**src/rtl/ro_pkg.sv**
```systemverilog
// Shared constants and helpers for the readout slot scheduler.
// Latency: n/a (package).  Backpressure: n/a (package).
// Helpers operate on a 32-bit working vector; callers cast to their width.
package ro_pkg;

   localparam int N_CH_DEFAULT  = 19;
   localparam int IDX_W_DEFAULT = 5;
   localparam int TZ_W          = 32;

   // Trailing-zero count; returns TZ_W for an all-zero vector.
   function automatic logic [5:0] tz_index(input logic [TZ_W-1:0] v);
      logic [5:0] tz;
      tz = 6'(TZ_W);
      for (int i = TZ_W - 1; i >= 0; i--) begin
         if (v[i]) tz = 6'(i);
      end
      return tz;
   endfunction

   function automatic logic [TZ_W-1:0] onehot(input logic [4:0] idx);
      return {{(TZ_W-1){1'b0}}, 1'b1} << idx;
   endfunction

endpackage

```
**src/rtl/ro_tz_encoder.sv**
```systemverilog
// Combinational trailing-zero encoder used for slot-owner decode.
// Latency: 0 cycles.  Backpressure: none (pure combinational).
// Ports: vec_i (N_CH bits) in; idx_o = trailing-zero count (0 when zero), zero_o = vec_i is all zero.
module ro_tz_encoder
   import ro_pkg::*;
#(
   parameter int N_CH  = N_CH_DEFAULT,
   parameter int IDX_W = IDX_W_DEFAULT
) (
   input  logic [N_CH-1:0]  vec_i,
   output logic [IDX_W-1:0] idx_o,
   output logic             zero_o
);

   logic [TZ_W-1:0] vec_ext;
   logic [5:0]      tz;

   assign vec_ext = TZ_W'(vec_i);
   assign tz      = tz_index(vec_ext);
   assign zero_o  = (vec_i == '0);
   assign idx_o   = zero_o ? '0 : IDX_W'(tz);

endmodule

```
**src/rtl/ro_slot_scheduler.sv**
```systemverilog
// Time-division owner of the shared readout pair: channel k gets every 2^(k+1)-th slot.
// Latency: enable -> grant 1 cycle, grant -> out_valid 1 cycle (2 total).
// Backpressure: none; enable=0 freezes the slot counter and idles the grant bus.
// Ports: clk_master/reset (async, active high), enable, ch_mask, in_eve, in_pol_eve in;
//        grant, slot_idx, frame_start (stage 1) and out_valid/out_eve/out_pol_eve/out_idx (stage 2) out.
module ro_slot_scheduler
   import ro_pkg::*;
#(
   parameter int N_CH  = N_CH_DEFAULT,
   parameter int IDX_W = IDX_W_DEFAULT
) (
   input  logic             clk_master,
   input  logic             reset,
   input  logic             enable,
   input  logic [N_CH-1:0]  ch_mask,
   input  logic [N_CH-1:0]  in_eve,
   input  logic [N_CH-1:0]  in_pol_eve,
   output logic [N_CH-1:0]  grant,
   output logic [IDX_W-1:0] slot_idx,
   output logic             out_valid,
   output logic             out_eve,
   output logic             out_pol_eve,
   output logic [IDX_W-1:0] out_idx,
   output logic             frame_start
);

   logic [N_CH-1:0]  cnt_q, cnt_d, cnt_next;
   logic [N_CH-1:0]  grant_q, grant_d;
   logic [IDX_W-1:0] slot_idx_q, slot_idx_d;
   logic             frame_q, frame_d;
   logic             vld_q, vld_d;
   logic             eve_q, eve_d;
   logic             pol_q, pol_d;
   logic [IDX_W-1:0] oidx_q, oidx_d;

   logic [IDX_W-1:0] owner;
   logic             owner_none;

   assign cnt_next = cnt_q + N_CH'(1);

   // Owner of the slot being entered is the trailing-zero count of the new counter value.
   ro_tz_encoder #(
      .N_CH  (N_CH),
      .IDX_W (IDX_W)
   ) u_tz (
      .vec_i  (cnt_next),
      .idx_o  (owner),
      .zero_o (owner_none)
   );

   always_comb begin
      cnt_d      = cnt_q;
      grant_d    = '0;
      slot_idx_d = '0;
      frame_d    = 1'b0;
      vld_d      = 1'b0;
      eve_d      = eve_q;
      pol_d      = pol_q;
      oidx_d     = oidx_q;

      if (enable) begin
         cnt_d   = cnt_next;
         frame_d = owner_none;
         if (!owner_none && ch_mask[owner]) begin
            grant_d    = N_CH'(onehot(5'(owner)));
            slot_idx_d = owner;
         end
      end

      // Stage 2 samples the channel that held the bus during the current cycle.
      if (grant_q != '0) begin
         vld_d  = 1'b1;
         eve_d  = in_eve[slot_idx_q];
         pol_d  = in_pol_eve[slot_idx_q];
         oidx_d = slot_idx_q;
      end
   end

   always_ff @(posedge clk_master or posedge reset) begin
      if (reset) begin
         cnt_q      <= '0;
         grant_q    <= '0;
         slot_idx_q <= '0;
         frame_q    <= 1'b0;
         vld_q      <= 1'b0;
         eve_q      <= 1'b0;
         pol_q      <= 1'b0;
         oidx_q     <= '0;
      end else begin
         cnt_q      <= cnt_d;
         grant_q    <= grant_d;
         slot_idx_q <= slot_idx_d;
         frame_q    <= frame_d;
         vld_q      <= vld_d;
         eve_q      <= eve_d;
         pol_q      <= pol_d;
         oidx_q     <= oidx_d;
      end
   end

   assign grant       = grant_q;
   assign slot_idx    = slot_idx_q;
   assign frame_start = frame_q;
   assign out_valid   = vld_q;
   assign out_eve     = eve_q;
   assign out_pol_eve = pol_q;
   assign out_idx     = oidx_q;

endmodule

```
**config.mk**
```make
export PLATFORM = sky130hd
export DESIGN_NAME = ro_slot_scheduler
export DESIGN_NICKNAME = d
export VERILOG_FILES = /design/src/rtl/ro_pkg.sv /design/src/rtl/ro_tz_encoder.sv /design/src/rtl/ro_slot_scheduler.sv
export SDC_FILE = /design/constraint.sdc
export NUM_CORES = 1
export LEC_CHECK = 0
export CAP_MARGIN = 20
export CORE_AREA = 2 2 87 89
export DETAILED_ROUTE_END_ITERATION = 12
export DIE_AREA = 0 0 89 91
export GPL_TIMING_DRIVEN = 0
export PLACE_DENSITY = 0.8
export SLEW_MARGIN = 25
export SYNTH_ARGS = -nofsm -noshare
export SYNTH_HDL_FRONTEND = slang
export SYNTH_SLANG_ARGS = --single-unit
```
**constraint.sdc**
```tcl
create_clock -name clk_master -period 5.06 [get_ports clk_master]
set_input_delay 0.506 -clock clk_master [delete_from_list [all_inputs] [get_ports clk_master]]
set_output_delay 0.506 -clock clk_master [all_outputs]
set_load 0.02 [all_outputs]
```
==> results.ini <==
[layout]
layout_common_cells = 92 x clkdlybuf4s50_1, 52 x dfrtp_1, 31 x nand2_1, 26 x nor2_1
antenna_cells = 0
final_common_cell = clkdlybuf4s50_1
nNetsFinal = 518
syn_to_final_growth_pct = 34.1
drive_gt1_frac = 0.129
instances_no_fill = 556
design_area_um2 = 4590

[floorplanning]
coreArea_um2 = 7140
fp-row-count = 31
initial_core_util = 0.480
die_h_um = 91
ios = 93
floorplan.die_area_um2 = 8100
fp.dieW_um = 89

[drt]
drt_iter0_drc = 166
final_antenna_net_count = 0
routed_wl_um = 9300
firstDrtPassIters = 5
via_per_inst = 5.80
drc = 0
vias = 3227
wire_per_inst_um = 16.7

[clock_tree]
ctsResizeCount = 0
clk_latency_ns = 0.31
clock_path_buffers = 2
cts_tree = done
cts-root-buf = clkbuf_8
path_clk_slew_ns = 0.10
cts_inserted_buffers = 5
htreeDepth = 2
post_cts_buffers = 0
postCtsHoldBufs = 0
cts_sinks = 52

[yosys]
synthTopCellsByArea = dfrtp_1 38%, mux4_2 7.9%, xnor2_1 4.3%, nand2_1 3.4%, mux2_2 3.3%
synth_area_um2 = 3420
synth_nets = 418
ys_seq_area_frac = 0.380
synth_ff_type = dfrtp_1
yosys_warnings = 0
synth_edf_count = 0
yosysTopAreaCell = dfrtp_1
syn_avg_cell_area_um2 = 9.62
synthArstFlopShare = 1.00
ys_seq_elements = 52
ys_types = 54
netlist_instances = 356
post-synth-top-area-fraction = 0.380

[sta]
slew_headroom = 0.518
setup_viol = 0
period_share = 0.864
hold_ws_ns = 0.496
fmax_ghz = 0.229
worst_clock_skew_ns = 0.00719
rsz0062_at_grt = no
hold_viol_final = 0
fin_setup_tns_ns = 0
min_period_ns = 4.37
maxSlewViolCount = 0
worst_slew_pin_slew_ns = 0.716

[worst_setup_path]
end_kind = flop
crit_fanout = 9
arrival_ns = 4.55
cp-start-kind = flop
path_class = reg2reg
worstPathRequired_ns = 5.23

[global_route]
grt_max_degree = 36
grt_pass1_vias = 3191
grt_usage = 0.232
grt_pass1_wl_um = 15000
grt-ovfl-total = 0
antenna_found_initial = 0

[placement]
placed_cell_area_um2 = 4490
dpl.hpwl_um = 7390
io_buffers = 92
place_inst = 548
globalplace.congestion = 0.931

[flow_run]
cap_violations = 0

[power_and_ir_drop]
worst_ir_drop_vdd_mv = 0.384
p_total_mw = 1.87
power.density_nw_per_um2 = 408
power.leakage_nw = 1.82

[hold_path]
hold_class = in2async

[run_status]
outcome = finished clean

==> cell usage after synthesis (11+ instances only) <==
cell and number:
nor3_1 17, nand2_1 31, dfrtp_1 52, inv_1 11
mux4_2 12, nor4_1 12, clkbuf_1 11, xnor2_1 17
nand3_1 17, nand4_1 11, nor2_1 26, a211oi_1 13
==> cell families (layout without fill, tap and decap cells) <==
group                    after synthesis  in the layout  synth area share
XOR/XNOR                              28             28            0.0771
buffers and inverters                 37            138            0.0460
flip-flops                            52             52             0.380
AND/OR/NAND/NOR                      149            149             0.227
multiplexers                          32             32             0.143
adder cells (fa/ha/maj)                2              2           0.00731
AO/OA/AOI/OAI                         56             56             0.120
==> sequential cells by signal (all words and copies together) (netlist names) <==
signal / count
cnt_q: 19
grant: 19
out_idx: 5
slot_idx: 5
frame_start: 1
out_eve: 1
out_pol_eve: 1
out_valid: 1
==> critical path, stage by stage (launching register included) <==
cell      delay, ns
dfrtp_1        0.39
buf_2          0.22
nand4_2        0.22
or4_1          0.51
buf_2          0.19
o21ai_0        0.25
nor4bb_1       0.37
a211oi_2       0.14
nor2_2         0.44
mux4_2         0.58
mux2_4         0.31
a221oi_4       0.44
nor3_1         0.15
==> metal layers <==
| layer | global-route usage | vias up | wire length (um) |
|---|---|---|---|
| met3 | 0.0518 | 14 | 825 |
| met2 | 0.404 | 153 | 4590 |
| met4 | 0.0547 | 0 | 133 |
| met1 | 0.289 | 1545 | 3750 |
| li1 | - | 1515 | - |
| met5 | 0 | - | 0 |
==> cell type report <==
| type | instances | area, um2 |
|---|---|---|
| fill | 603 | 2550 |
| tap | 99 | 124 |
| buffer | 25 | 113 |
| timing repair buffer | 93 | 941 |
| multi-input combinational | 267 | 1970 |
| clock buffer | 5 | 68.8 |
| inverter | 12 | 45.0 |
| sequential | 52 | 1300 |
| clock inverter | 3 | 27.5 |
==> path summary, 6_finish.rpt <==
kind	slack [ns]	cells after the start	to	from
max	0.69	12	grant[6]	cnt_q[0]
min	0.50	2	out_idx[2]	reset
max reg2reg	0.69	12	grant[6]	cnt_q[0]
min reg2reg	0.51	1	out_idx[4]	out_idx[4]
max in group asynchronous	4.06	3	cnt_q[17]	reset
min in group clk_master	0.51	1	out_idx[4]	out_idx[4]
==> metrics by stage <==
step / utilization / worst slack, ns
2_1_floorplan: - / 1.38
3_3_place_gp: 0.626 / 0.804
3_5_place_dp: 0.630 / 0.779
4_1_cts: 0.643 / 0.745
5_1_grt: 0.643 / 0.385
6_report: 0.643 / 0.689
==> where the power goes <==
group	leakage (nW)	switching, mW	internal, mW
clock network	0.0463	0.147	0.102
registers	0.707	0.0554	0.478
logic	1.07	0.623	0.468
Power figures use the tool's default switching activity.
